[src/rtl/i2c_master_arbiter.sv]
// Round-robin, two-requester transaction controller in front of the basic I2C master.
// Optional watchdog abort is compiled in when I2C_ARB_TIMEOUT_EN is defined.
module i2c_master_arbiter #(
  parameter int ADDR_BIT       = 7,
  parameter int LEN_BIT        = 4,
  parameter int TIMEOUT_CYCLES = 4096
) (
  input  logic                              clk,
  input  logic                              reset_n,
  input  logic [1:0]                        req,
  input  logic [2*ADDR_BIT-1:0]             req_addr,
  input  logic [1:0]                        req_rw,
  input  logic [2*LEN_BIT-1:0]              req_len,
  output logic [1:0]                        gnt,
  output logic [1:0]                        done,
  output logic [1:0]                        err,
  output logic                              m_start,
  output logic                              m_stop,
  output logic [ADDR_BIT-1:0]               m_addr,
  output logic                              m_rw,
  input  logic [2:0]                        m_state,
  input  logic                              m_sda,
  output logic [1:0]                        dbg_state,
  output logic [LEN_BIT-1:0]                dbg_bytes,
  output logic [$clog2(TIMEOUT_CYCLES+1)-1:0] dbg_wd,
  output logic                              dbg_ack_sda
);
  // Handshake: req[i] is a level held until done[i]; gnt[i] is high from the grant
  // cycle until the done cycle, and done/err pulse for exactly one cycle.
  typedef enum logic [1:0] {S_IDLE, S_LAUNCH, S_XFER, S_FINISH} state_e;
  localparam logic [2:0] M_IDLE = 3'd0, M_ACK_ADDR = 3'd3, M_ACK_WR_RD = 3'd5, M_STOP = 3'd6;
  localparam int WD_W = $clog2(TIMEOUT_CYCLES + 1);

  state_e              state_q, state_d;
  logic [1:0]          gnt_q, gnt_d, done_q, done_d, err_q, err_d;
  logic                ptr_q, ptr_d;
  logic [ADDR_BIT-1:0] addr_q, addr_d;
  logic                rw_q, rw_d, start_q, start_d, err_flag_q, err_flag_d, sda_q;
  logic [LEN_BIT-1:0]  len_q, len_d, bytes_q, bytes_d;
  logic [2:0]          prev_q;
  logic                win, stop_c, abort;

  assign win    = (req == 2'b11) ? ~ptr_q : req[1];
  assign stop_c = ((state_q == S_XFER) || (state_q == S_FINISH)) && (bytes_q == len_q);

`ifdef I2C_ARB_TIMEOUT_EN
  // Counts cycles since the last master state change, the changing cycle included.
  logic [WD_W-1:0] wd_q, wd_d;
  always_comb begin
    wd_d = wd_q;
    if (state_q == S_IDLE)    wd_d = '0;
    else if (m_state != prev_q) wd_d = WD_W'(1);
    else if (wd_q != '1)      wd_d = wd_q + 1'b1;
  end
  assign abort = (state_q != S_IDLE) && (m_state == prev_q) &&
                 (wd_q == WD_W'(TIMEOUT_CYCLES - 1));
  always_ff @(posedge clk or negedge reset_n) begin
    if (!reset_n) wd_q <= '0;
    else          wd_q <= wd_d;
  end
  assign dbg_wd = wd_q;
`else
  assign abort  = 1'b0;
  assign dbg_wd = '0;
`endif

  always_comb begin
    state_d    = state_q;
    gnt_d      = gnt_q;
    ptr_d      = ptr_q;
    addr_d     = addr_q;
    rw_d       = rw_q;
    len_d      = len_q;
    bytes_d    = bytes_q;
    start_d    = start_q;
    err_flag_d = err_flag_q;
    done_d     = 2'b00;
    err_d      = 2'b00;
    case (state_q)
      S_IDLE: begin
        if (|req) begin
          gnt_d   = win ? 2'b10 : 2'b01;
          addr_d  = win ? req_addr[2*ADDR_BIT-1:ADDR_BIT] : req_addr[ADDR_BIT-1:0];
          rw_d    = req_rw[win];
          len_d   = win ? req_len[2*LEN_BIT-1:LEN_BIT] : req_len[LEN_BIT-1:0];
          bytes_d = '0;
          err_flag_d = 1'b0;
          start_d = 1'b1;
          state_d = S_LAUNCH;
        end
      end
      S_LAUNCH: begin
        if (m_state != M_IDLE) begin
          start_d = 1'b0;
          state_d = S_XFER;
        end
      end
      S_XFER: begin
        // A byte ends when the master leaves ACK_WR_RD; the count saturates.
        if ((prev_q == M_ACK_WR_RD) && (m_state != M_ACK_WR_RD) && (bytes_q != '1))
          bytes_d = bytes_q + 1'b1;
        if ((prev_q == M_ACK_ADDR) && (m_state == M_STOP)) err_flag_d = 1'b1;
        if ((prev_q == M_ACK_WR_RD) && (m_state == M_STOP) && !stop_c) err_flag_d = 1'b1;
        if (m_state == M_STOP) state_d = S_FINISH;
      end
      S_FINISH: begin
        if (m_state == M_IDLE) begin
          done_d     = gnt_q;
          err_d      = err_flag_q ? gnt_q : 2'b00;
          gnt_d      = 2'b00;
          err_flag_d = 1'b0;
          ptr_d      = gnt_q[1];
          state_d    = S_IDLE;
        end
      end
      default: state_d = S_IDLE;
    endcase
    if (abort) begin
      done_d     = gnt_q;
      err_d      = gnt_q;
      gnt_d      = 2'b00;
      start_d    = 1'b0;
      err_flag_d = 1'b0;
      ptr_d      = gnt_q[1];
      state_d    = S_IDLE;
    end
  end

  always_ff @(posedge clk or negedge reset_n) begin
    if (!reset_n) begin
      state_q    <= S_IDLE;
      gnt_q      <= 2'b00;
      done_q     <= 2'b00;
      err_q      <= 2'b00;
      ptr_q      <= 1'b1;
      addr_q     <= '0;
      rw_q       <= 1'b0;
      len_q      <= '0;
      bytes_q    <= '0;
      start_q    <= 1'b0;
      err_flag_q <= 1'b0;
      prev_q     <= M_IDLE;
      sda_q      <= 1'b0;
    end else begin
      state_q    <= state_d;
      gnt_q      <= gnt_d;
      done_q     <= done_d;
      err_q      <= err_d;
      ptr_q      <= ptr_d;
      addr_q     <= addr_d;
      rw_q       <= rw_d;
      len_q      <= len_d;
      bytes_q    <= bytes_d;
      start_q    <= start_d;
      err_flag_q <= err_flag_d;
      prev_q     <= m_state;
      if ((m_state == M_ACK_ADDR) || (m_state == M_ACK_WR_RD)) sda_q <= m_sda;
    end
  end

  assign gnt         = gnt_q;
  assign done        = done_q;
  assign err         = err_q;
  assign m_start     = start_q;
  assign m_stop      = stop_c;
  assign m_addr      = addr_q;
  assign m_rw        = rw_q;
  assign dbg_state   = state_q;
  assign dbg_bytes   = bytes_q;
  assign dbg_ack_sda = sda_q;
endmodule

[config.mk]
export PLATFORM = sky130hd
export DESIGN_NAME = i2c_master_arbiter
export DESIGN_NICKNAME = d
export VERILOG_FILES = /design/src/rtl/i2c_master_arbiter.sv
export SDC_FILE = /design/constraint.sdc
export NUM_CORES = 1
export LEC_CHECK = 0
export ABC_CLOCK_PERIOD_IN_PS = 2400
export CAP_MARGIN = 20
export CORE_MARGIN = 2
export CORE_UTILIZATION = 43
export CTS_CLUSTER_SIZE = 16
export DETAILED_ROUTE_END_ITERATION = 8
export HOLD_SLACK_MARGIN = 0.15
export PLACE_DENSITY = 0.87
export RECOVER_POWER = 100
export SKIP_CTS_REPAIR_TIMING = 1
export SLEW_MARGIN = 20
export SYNTH_ARGS = -nofsm -noshare
export SYNTH_HDL_FRONTEND = slang
export SYNTH_SLANG_ARGS = --single-unit
[constraint.sdc]
create_clock -name clk -period 2.4 [get_ports clk]
set_input_delay 0.36 -clock clk [delete_from_list [all_inputs] [get_ports clk]]
set_output_delay 0.36 -clock clk [all_outputs]
set_load 0.01 [all_outputs]
==> results of run 1 <==
[through the flow]
step / utilization / instances / cell area [um^2]
floorplan: - / 180 / 1730
global placement: 0.613 / 273 / 2280
detailed placement: 0.613 / 273 / 2280
CTS: 0.640 / 281 / 2380
global route: 0.636 / 281 / 2360
finish: 0.636 / 281 / 2360
[routing by layer]
layer  vias up  GRT usage  part of all wire
li1        695          -                 -
met1       664      0.237              0.42
met2        65      0.310              0.49
met3         5     0.0726             0.080
met4         0     0.0689             0.010
met5         -          0                 0
[critical path: stages (launching register included)]
cell and delay, ps:
dfrtp_1 430, inv_1 140, ha_1 180, o21ai_0 80, nor4_1 420, dlymetal6s2s_1 240
[cells in the final DEF (no fill, tap or decap), types with 2 or more instances in the layout]
| cell | Yosys | layout |
|---|---|---|
| o221ai_1 | 2 | 2 |
| mux2_2 | 2 | 2 |
| clkdlybuf4s50_1 | 0 | 28 |
| xor2_1 | 4 | 4 |
| nor3_1 | 3 | 3 |
| nand3_1 | 4 | 4 |
| dlygate4sd3_1 | 0 | 25 |
| inv_1 | 6 | 6 |
| buf_4 | 14 | 3 |
| o21ai_0 | 21 | 22 |
| o41ai_1 | 2 | 2 |
| nand2_1 | 18 | 18 |
| ha_1 | 7 | 7 |
| nor2_1 | 6 | 6 |
| o31ai_1 | 2 | 2 |
| and3_1 | 3 | 3 |
| dfrtp_1 | 30 | 30 |
| a21oi_1 | 3 | 3 |
| clkbuf_8 | 0 | 7 |
| conb_1 | 1 | 13 |
| mux2i_1 | 14 | 14 |
| clkbuf_1 | 2 | 5 |
[cell families (layout without fill, tap and decap cells)]
group | Yosys count | in the layout | share of synthesized area
and+or+nand+nor | 46 | 46 | 0.137
muxes | 16 | 16 | 0.0965
other | 1 | 13 | 0.00223
DFF | 31 | 31 | 0.461
adders and majority gates | 7 | 7 | 0.0520
AOI/OAI and AO/OA | 39 | 39 | 0.143
xor gates and xnor gates | 5 | 5 | 0.0260
buffers and inverters | 23 | 76 | 0.0831
[flip-flops by register name, indices dropped and copies added, names as in the netlist]
name         flops
m_start          1
dbg_ack_sda      1
m_rw             1
dbg_bytes        4
ptr_q            1
err_flag_q       1
m_addr           7
dbg_state        2
len_q            4
prev_q           3
err              2
gnt              2
done             2
[final timing paths]
check                             start           end  slack, ps  cells past startpoint
min in group asynchronous       reset_n        err[1]        960                      2
min                                m_rw          m_rw        470                      2
min reg2reg                        m_rw          m_rw        470                      2
max reg2reg                dbg_state[0]  dbg_bytes[0]        270                      8
max in group asynchronous       reset_n      len_q[0]        490                      2
max                        dbg_state[0]        m_stop        270                      5
[cell type report]
class / count / area, um^2
inverters: 6 / 22.5
repair buffers: 62 / 586
fillers: 322 / 1350
multi-input cells: 126 / 817
flip-flops and latches: 31 / 777
well taps: 48 / 60.1
clock buffers: 8 / 100
[power groups by stage]
stage                     Combinational (mW)  Clock, mW  Sequential [mW]
after floorplan                        0.561          0            0.897
after global routing                    1.18      0.483            0.878
after global placement                  1.09          0            0.858
after CTS                               1.12      0.458            0.861
final                                   1.05      0.452            0.851
after detailed placement                1.12          0            0.867
==> flow_metrics.env, run 1 <==
export IMPL_synthCells=168
export IMPL_cts_num_sinks=31
export IMPL_nNetsFinal=271
export IMPL_num_vias=1429
export IMPL_yosysTopAreaCell="dfrtp_1"
export IMPL_required_ps=2040
export IMPL_final_hold_viol_count=0
export IMPL_grt_max_degree=32
export IMPL_ant_nets=0
export IMPL_synth_seq_cells=31
export IMPL_clock_path_buffers=2
export IMPL_overflow=0
export IMPL_place_congestion=0.887
export IMPL_max_freq_mhz=469
export IMPL_pin_count=68
export IMPL_path_clk_slew_ps=60
export IMPL_die_y_um=66.6
export IMPL_critPathLaunchType="register"
export IMPL_io_buffer_count=54
export IMPL_clock_skew_final_ps=4.78
export IMPL_irDropWorstVdd_uv=667
export IMPL_critPathMaxFanout=5
export IMPL_drt_vias_per_instance=5.09
export IMPL_grt_pass1_wl_mm=6.21
export IMPL_clock_latency_ps=290
export IMPL_power_density_nw_per_um2=997
export IMPL_worstPathArrival_ps=1770
export IMPL_core_um2=3720
export IMPL_path_class="register to output port"
export IMPL_synth_most_common_cell="dfrtp_1"
export IMPL_drt_first_iter_violations=99
export IMPL_maxSlewHeadroom=-0.0974
export IMPL_root_buffer="clkbuf_8"
export IMPL_ys_seq_area_frac=0.461
export IMPL_combPwrFrac=0.447
export IMPL_ys_types=42
export IMPL_wl_mm=3.90
export IMPL_synth_area_leaders="dfrtp_1 (45%), mux2i_1 (8.3%), buf_4 (6.2%), o21ai_0 (6.2%), ha_1 (5.2%)"
export IMPL_layout_setup_ws_ps=269
export IMPL_synth_top_cells_by_count="dfrtp_1 (30), o21ai_0 (21), nand2_1 (18), buf_4 (14), mux2i_1 (14)"
export IMPL_p_leak_nw=1.13
export IMPL_wl_per_cell_um=13.9
export IMPL_drive_above_1_share=0.0730
export IMPL_grt_use_total=0.193
export IMPL_finalCriticalPeriod_ps=2130
export IMPL_core_rowCount=22
export IMPL_cts_htree_levels=2
export IMPL_async_flop_share=1.00
export IMPL_pwr_share_seq=0.361
export IMPL_antennaDiodeCount=0
export IMPL_dp_slack_ps=187
export IMPL_finalPower_mw=2.35
export IMPL_clock_power_share=0.192
export IMPL_yosysWarnings=0
export IMPL_timing_final_max_slew_violations=32
export IMPL_swShare=0.370
export IMPL_intPower_mw=1.48
export IMPL_antenna_found_initial=0
export IMPL_cts_inserted_buffers=5
export IMPL_endpoint_kind="output port"
export IMPL_rsz0062_at_grt="no"
export IMPL_dp_hpwl_mm=2.90
export IMPL_worst_hold_path_type="register to register"
export IMPL_setup_viol=0
export IMPL_switchingPower_uw=872
export IMPL_cts_tree="built"
export IMPL_drv_cap=1
export IMPL_initial_utilization=0.454
export IMPL_status="finished with violations"
export IMPL_die_area_um2=4440
export IMPL_die_x_um=66.6
export IMPL_firstDrtPassIters=4
export IMPL_syn_cell_area_um2=1690
export IMPL_drc=0
export IMPL_syn_to_final_growth_pct=40.2
export IMPL_netlist_area_leader_share=0.445
export IMPL_synth_avg_cell_area_um2=10.0
export IMPL_failed_checks="capacitance limit, slew limit"
export IMPL_synth_ff_type="dfrtp_1"
export IMPL_worstMarginPinSlew_ps=1650
export IMPL_grt_pass1_vias=1303
export IMPL_synth_edff_count=0
export IMPL_tns_ps=0
export IMPL_finalCritPeriodShare=0.888
export IMPL_whs_ps=475
Note: power is estimated with default switching activity, not from simulation.
==> inputs of run 2 (changes only) <==
--- a/config.mk
+++ b/config.mk
@@ -15,7 +15,6 @@
 export PLACE_DENSITY = 0.87
 export RECOVER_POWER = 100
 export SKIP_CTS_REPAIR_TIMING = 1
-export SLEW_MARGIN = 20
 export SYNTH_ARGS = -nofsm -noshare
 export SYNTH_HDL_FRONTEND = slang
 export SYNTH_SLANG_ARGS = --single-unit
==> results of run 2 <==
Same layout as run 1: the final DEF is identical, and so are final timing and power.
==> inputs of run 3 (changes only) <==
--- a/config.mk
+++ b/config.mk
@@ -9,7 +9,7 @@
 export CAP_MARGIN = 20
 export CORE_MARGIN = 2
 export CORE_UTILIZATION = 43
-export CTS_CLUSTER_SIZE = 16
+export CTS_CLUSTER_SIZE = 12
 export DETAILED_ROUTE_END_ITERATION = 8
 export HOLD_SLACK_MARGIN = 0.15
 export PLACE_DENSITY = 0.87
==> results of run 3 <==
Same layout as run 1: the final DEF is identical, and so are final timing and power.
